### src/rtl/bin2bcd_seq.sv
// bin2bcd_seq: multi-channel sequential binary-to-BCD converter.
// A single shift-and-add-3 engine walks through CHANNELS binary values,
// one input bit per clock, and publishes all results together with a
// one-cycle done pulse. Values that need more than DIGITS decimal digits
// are reported modulo 10^DIGITS with a per-channel overflow flag.
module bin2bcd_seq #(
    parameter int BIN_W    = 8,
    parameter int DIGITS   = 3,
    parameter int CHANNELS = 3
) (
    input  logic                         CLK,
    input  logic                         rst,
    input  logic                         start_valid,
    output logic                         start_ready,
    input  logic [CHANNELS*BIN_W-1:0]    bin_in,
    output logic [CHANNELS*DIGITS*4-1:0] bcd_out,
    output logic [CHANNELS-1:0]          overflow,
    output logic                         done,
    output logic                         busy
);

    localparam int BCD_W = DIGITS * 4;
    localparam int CNT_W = (BIN_W > 1) ? $clog2(BIN_W) : 1;
    localparam int CH_W  = (CHANNELS > 1) ? $clog2(CHANNELS) : 1;
    localparam logic [CNT_W-1:0] LAST_BIT  = CNT_W'(BIN_W - 1);
    localparam logic [CH_W-1:0]  LAST_CHAN = CH_W'(CHANNELS - 1);

    typedef enum logic {
        IDLE = 1'b0,
        CONV = 1'b1
    } state_t;

    state_t state_q, state_d;

    // Request shadow and engine state
    logic [CHANNELS*BIN_W-1:0] shadow_q;
    logic [BIN_W-1:0]          bin_sr_q;
    logic [BCD_W-1:0]          acc_q;
    logic                      sticky_q;
    logic [CNT_W-1:0]          bit_cnt_q;
    logic [CH_W-1:0]           chan_q;

    // Per-channel result slots, filled as each channel completes
    logic [CHANNELS*BCD_W-1:0] slots_q;
    logic [CHANNELS-1:0]       ovf_slots_q;

    logic                      accept;
    logic                      chan_end;
    logic                      last_chan;
    logic [BCD_W-1:0]          acc_adj;
    logic [BCD_W-1:0]          acc_shift;
    logic                      carry_out;
    logic [CHANNELS*BCD_W-1:0] slots_d;
    logic [CHANNELS-1:0]       ovf_slots_d;
    logic [BIN_W-1:0]          next_bin;

    // Add 3 to every digit that would reach 10 or more after doubling.
    function automatic logic [BCD_W-1:0] dabble_adjust(input logic [BCD_W-1:0] a);
        logic [BCD_W-1:0] r;
        r = a;
        for (int d = 0; d < DIGITS; d++) begin
            if (a[d*4 +: 4] >= 4'd5) begin
                r[d*4 +: 4] = a[d*4 +: 4] + 4'd3;
            end
        end
        return r;
    endfunction

    // Select one channel of the shadow register with constant slices only.
    function automatic logic [BIN_W-1:0] channel_of(input logic [CHANNELS*BIN_W-1:0] v,
                                                    input logic [CH_W-1:0]           idx);
        logic [BIN_W-1:0] r;
        r = '0;
        for (int c = 0; c < CHANNELS; c++) begin
            if (idx == CH_W'(c)) begin
                r = v[c*BIN_W +: BIN_W];
            end
        end
        return r;
    endfunction

    assign start_ready = (state_q == IDLE);
    assign busy        = (state_q == CONV);
    assign accept      = start_valid && start_ready;
    assign chan_end    = (state_q == CONV) && (bit_cnt_q == LAST_BIT);
    assign last_chan   = (chan_q == LAST_CHAN);

    // One double-dabble step: correct digits, then shift the next binary bit in.
    assign acc_adj   = dabble_adjust(acc_q);
    assign acc_shift = {acc_adj[BCD_W-2:0], bin_sr_q[BIN_W-1]};
    assign carry_out = acc_adj[BCD_W-1];
    assign next_bin  = channel_of(shadow_q, chan_q + 1'b1);

    // Merge the channel finishing this cycle into its result slot.
    always_comb begin
        slots_d     = slots_q;
        ovf_slots_d = ovf_slots_q;
        if (chan_end) begin
            for (int c = 0; c < CHANNELS; c++) begin
                if (chan_q == CH_W'(c)) begin
                    slots_d[c*BCD_W +: BCD_W] = acc_shift;
                    ovf_slots_d[c]            = sticky_q | carry_out;
                end
            end
        end
    end

    // Next-state logic: leave IDLE on accept, return after the last channel.
    always_comb begin
        state_d = state_q;
        case (state_q)
            IDLE:    if (accept) state_d = CONV;
            CONV:    if (chan_end && last_chan) state_d = IDLE;
            default: state_d = IDLE;
        endcase
    end

    // State register.
    always_ff @(posedge CLK) begin
        if (rst) begin
            state_q <= IDLE;
        end else begin
            state_q <= state_d;
        end
    end

    // Conversion engine, result slots and registered outputs.
    always_ff @(posedge CLK) begin
        if (rst) begin
            shadow_q    <= '0;
            bin_sr_q    <= '0;
            acc_q       <= '0;
            sticky_q    <= 1'b0;
            bit_cnt_q   <= '0;
            chan_q      <= '0;
            slots_q     <= '0;
            ovf_slots_q <= '0;
            bcd_out     <= '0;
            overflow    <= '0;
            done        <= 1'b0;
        end else begin
            done <= 1'b0;
            if (accept) begin
                shadow_q  <= bin_in;
                bin_sr_q  <= bin_in[BIN_W-1:0];
                acc_q     <= '0;
                sticky_q  <= 1'b0;
                bit_cnt_q <= '0;
                chan_q    <= '0;
            end else if (state_q == CONV) begin
                slots_q     <= slots_d;
                ovf_slots_q <= ovf_slots_d;
                if (chan_end) begin
                    bit_cnt_q <= '0;
                    acc_q     <= '0;
                    sticky_q  <= 1'b0;
                    if (last_chan) begin
                        bcd_out  <= slots_d;
                        overflow <= ovf_slots_d;
                        done     <= 1'b1;
                    end else begin
                        chan_q   <= chan_q + 1'b1;
                        bin_sr_q <= next_bin;
                    end
                end else begin
                    bit_cnt_q <= bit_cnt_q + 1'b1;
                    acc_q     <= acc_shift;
                    bin_sr_q  <= bin_sr_q << 1;
                    sticky_q  <= sticky_q | carry_out;
                end
            end
        end
    end

endmodule

### config.mk
export PLATFORM = sky130hd
export DESIGN_NAME = bin2bcd_seq
export DESIGN_NICKNAME = d
export VERILOG_FILES = /design/src/rtl/bin2bcd_seq.sv
export SDC_FILE = /design/constraint.sdc
export NUM_CORES = 1
export LEC_CHECK = 0
export ABC_AREA = 0
export CORE_ASPECT_RATIO = 1.4
export CORE_MARGIN = 5
export CORE_UTILIZATION = 54
export DETAILED_ROUTE_END_ITERATION = 6
export PLACE_DENSITY = 0.79
export SKIP_LAST_GASP = 1
export SYNTH_ARGS = -nofsm -noshare
export SYNTH_HDL_FRONTEND = slang
export SYNTH_SLANG_ARGS = --single-unit
### constraint.sdc
create_clock -name CLK -period 1.91 [get_ports CLK]
set_input_delay 0.573 -clock CLK [delete_from_list [all_inputs] [get_ports CLK]]
set_output_delay 0.573 -clock CLK [all_outputs]
set_load 0.1 [all_outputs]
; Word-level counts from Yosys, hierarchy flattened
; Index checks and enable logic that the tools add are counted.
; W data, S select, Z words.
[word_totals]
ff_bits = 130
input_bits = 27
output_inout_bits = 42
wordCells = 68
[classes]
n_addsub = 5
magnitude_cmp = 3
eq_ne = 6
muxes = 25
bitwise_logic = 5
n_reduce_logical = 12
[ops]
columns = cell, n
row1 = $mux W8, 7
row2 = $mux W12, 4
row3 = $mux W36, 1
row4 = $add A4 B2 Y4 const B, 3
row5 = $ge A4 B3 Y1 const B, 3
row6 = $mux W4, 3
row7 = $mux W1, 7
row8 = $mux W3, 2
row9 = $eq A2 B1 Y1 const B, 2
row10 = $eq A2 B2 Y1 const B, 2
row11 = $logic_not A2 Y1, 2
row12 = $not A1 Y1, 4
row13 = $reduce_and A2 Y1, 2
row14 = $reduce_and A4 Y1, 1
row15 = $reduce_or A4 Y1, 1
row16 = $add A3 B1 Y3 const B, 1
row17 = $eq A3 B3 Y1 const B, 1
row18 = $logic_and A1 B1 Y1, 3
row19 = $ne A3 B3 Y1 const B, 1
row20 = $reduce_and A3 Y1, 1
row21 = $add A2 B1 Y2 const B, 1
row22 = $pmux W1 S2, 1
row23 = $reduce_bool A2 Y1, 1
row24 = $reduce_or A2 Y1, 1
row25 = $or A1 B1 Y1, 1

; Longest topological paths before layout
[logic_depth]
word_depth = 9
mapped_depth = 9
depth_no_buf = 7

; Worst setup path before layout
; Ideal clock, no wire load.
[synth_path]
path_type = register to register
from = register state_q, in the netlist busy
to = register acc_q[10]
arrival_time_ns = 2.096
setup_slack_ns = -0.278
stages_incl_launch_ff = 7
path_buffers = 2
path_cell_list = dfxtp_1 -> buf_4 -> inv_2 -> nand2_4 -> nand2_2 -> buf_2 -> o32ai_1
[synth_between]
elab_chain_len = 3
[synth_lines]
columns = item, line_no
row1 = from (decl), 33  ; state_t state_q, state_d;
row2 = from (signal assigned), 123  ; state_q <= state_d;
row3 = $not A1 Y1 (no source line), -
row4 = via start_ready, 14  ; output logic start_ready,
row5 = $logic_and A1 B1 Y1, 84  ; assign accept = start_valid && start_ready;
row6 = $reduce_or A2 Y1 (no source line), -
row7 = to (signal assigned), 167  ; acc_q <= acc_shift;
row8 = to (decl), 38  ; logic [BCD_W-1:0] acc_q;
; The timed path passes the listed nets, and every way through them passes these cells.
; A chain may end at the register's enable or synchronous reset.

; Final worst setup path
[layout_path]
from = register state_q, in the netlist busy
to = output port busy
[layout_rtl]
columns = item, line_no
row1 = to (decl), 19  ; output logic busy
; No word-level cell between the ends.

==> flow_metrics.tcl <==
set metrics [dict create \
    outcome "complete, no violations" \
    crit_path_max_fanout 18 \
    vias 4685 \
    max_freq_mhz 535 \
    area_growth_pct 37.1 \
    synthTopCellsByArea "dfxtp_1 (46%), nand2_1 (5.6%), a21oi_1 (5.3%)" \
    finalNetCount 701 \
    io-pin-count 69 \
    cts-root-buf "clkbuf_16" \
    critPathCaptureType "output pin" \
    synth_edf_count 0 \
    finClkSkew_ns 0.00803 \
    drt_iter0_drc 349 \
    h-tree-depth 4 \
    grt_pass1_vias 4706 \
    viasPerCell 6.01 \
    yosysUniqueCellTypes 46 \
    cts_sinks 117 \
    cts.clk_slew.worst_paths_ns 0.05 \
    overflow 0 \
    die_w_um 91.7 \
    numCtsBuffers 17 \
    finalCoreUtilization 0.762 \
    postCtsHoldBufs 0 \
    regArea_sq_um 2340 \
    min_from "shadow_q[16]" \
    report.final.setup_viol 0 \
    cp_slowest_cell "dfxtp_2" \
    drt_wl_total_um 13600 \
    reg2reg_to "acc_q[2]" \
    cap_viol_max_count 0 \
    worst_slew_pin_slew_ns 0.550 \
    power_density_nw_per_um2 877 \
    path_cells "buf_4, buf_12" \
    start_util 0.556 \
    gp_congestion 0.855 \
    synth.net_count 627 \
    grt_start_max_net_pins 33 \
    synthFlopType "dfxtp_1" \
    slew_violations 0 \
    ys_seq_area_frac 0.464 \
    route.detailed.drc 0 \
    hold_end "shadow_q[16]" \
    arrival_ns 1.30 \
    num_rows 41 \
    synth-seq-cells 117 \
    grt_setup_unrepaired "false" \
    detail-route-antenna-nets 0 \
    cpPeakStageDelay_ns 0.41 \
    grt_pass1_wl_um 21700 \
    mostFrequentLayoutCells "dfxtp_1 (116), nand2_1 (75), a21oi_1 (53)" \
    place_inst 745 \
    diodes 0 \
    final_common_cell "dfxtp_1" \
    die_area_sq_um 11400 \
    core_region_area_sq_um 9080 \
    grt_use_total 0.238 \
    drtPass1Iterations 5 \
    multi_input_area_sq_um 2410 \
    final_cells 780 \
    fill_cells 595 \
    numPortBuffers 68 \
    synth.largest_area_cell "dfxtp_1" \
    clockBufferDepth 2 \
    ir_drop_mv 0.756 \
    max-slew-margin-rel 0.633 \
    reg2regPathDepth 6 \
    detailed_place_hpwl_um 9430 \
    yosysWarnings 0 \
    whs_ns 0.454 \
    final.min_clock_period_ns 1.87 \
    cts_tree "yes" \
    r2r-start "acc_q[0]" \
    final_layout_size_suffix_gt1_frac 0.196 \
    grt_antenna_before_repair 0 \
    r2r_setup_slack_ns 0.09 \
    netlist_area_sq_um 5050 \
    netlist_instances 586 \
    required_ns 1.34 \
    worstSetupStartpointType "register" \
    crit_type "reg2out" \
    synth_top_area_share 0.464 \
    hp-class "reg2reg" \
    period_share 0.978 \
    async_flop_share 0 \
    avgSynthCellArea_sq_um 8.62 \
    hold_viol_final 0 \
    avgRoutedWirePerCell_um 17.5 \
    leakagePower_nw 2.56 \
    p_total_mw 6.07 \
    fp.dieH_um 124 \
    hold_path_depth 2 \
    clock_latency_ns 0.42 \
]
## cell usage after synthesis (all sizes together), types with 9 or more instances
library cell / count
inv: 16
dfxtp: 117
nor2: 47
ha: 14
a31oi: 14
nand2b: 25
nand3: 32
o211ai: 10
o21ai: 40
o22ai: 12
nor3: 22
nand2: 81
a32oi: 9
a21oi: 53
buf: 37
## what timing repair did
action	4_1_cts	5_1_grt
setup endpoints to repair	15	40
cloned	0	0
endpoints found under the hold margin	0	0
setup buffers	0	3
gates resized for setup	2	7
## cells by family (layout without fill, tap and decap cells)
group | count (synthesis) | after routing | synth area share
AND/OR/NAND/NOR | 216 | 216 | 0.202
AO/OA/AOI/OAI | 168 | 168 | 0.209
flip-flops | 117 | 117 | 0.464
buffers and inverters | 61 | 148 | 0.0664
adder cells (fa/ha/maj) | 14 | 14 | 0.0347
multiplexers | 6 | 6 | 0.0141
XOR/XNOR | 4 | 4 | 0.00991
## power by group
part	internal, mW	switching [mW]
combinational	0.151	0.197
sequential	2.49	0.0307
clock	2.11	1.09
total	4.75	1.32
## worst max-delay path by stage
| stage | from | to | slack, ns | depth (start not counted) |
|---|---|---|---|---|
| 6_report | busy | busy | 0.04 | 2 |
| 5_1_grt | bit_cnt_q[0] | bcd_out[19] | 0.003 | 6 |
| 4_1_cts | bit_cnt_q[0] | bcd_out[10] | 0.03 | 7 |
| 3_5_place_dp | start_valid | acc_q[2] | -0.06 | 5 |
| 3_3_place_gp | bit_cnt_q[0] | bcd_out[3] | 0.04 | 7 |
| 2_1_floorplan | busy | acc_q[10] | 0.06 | 6 |
## stage by stage
stage | worst slack [ns] | TNS, ns | instance area, sq um
4_1_cts | 0.0323 | 0 | 6870
3_5_place_dp | -0.0598 | -0.209 | 6270
3_3_place_gp | 0.0420 | 0 | 6270
5_1_grt | 0.00279 | 0 | 6920
6_report | 0.0418 | 0 | 6920
2_1_floorplan | 0.0577 | 0 | 5050
## state kept, by name, indices dropped and copies added, names as in the netlist, 2 cells and up
name	cells
ovf_slots_q	2
bin_sr_q	8
bcd_out	36
chan_q	2
overflow	3
shadow_q	24
acc_q	12
slots_q	24
bit_cnt_q	3
## worst max-delay path, delay by kind of cell, from the launching register on
family | cells | cell delay [ns]
buffers and inverters | 2 | 0.46
DFF | 1 | 0.41
## area by class of cell
| type | count | share of cell area |
|---|---|---|
| Multi-Input combinational cell | 408 | 0.348 |
| Clock buffer | 23 | 0.0676 |
| Tap cell | 107 | 0.0193 |
| Clock inverter | 9 | 0.0183 |
| Timing Repair Buffer | 100 | 0.199 |
| Sequential cell | 117 | 0.339 |
| Inverter | 16 | 0.00904 |
## routing by layer
metal	wire length [um]	GRT usage	up-vias	part of all wire
li1	-	-	2207	-
met1	5030	0.229	2200	0.37
met2	7100	0.440	222	0.52
met3	791	0.0598	56	0.058
met4	702	0.151	0	0.052
met5	0	0	-	0
No activity file was read; power rests on OpenSTA's default activity.
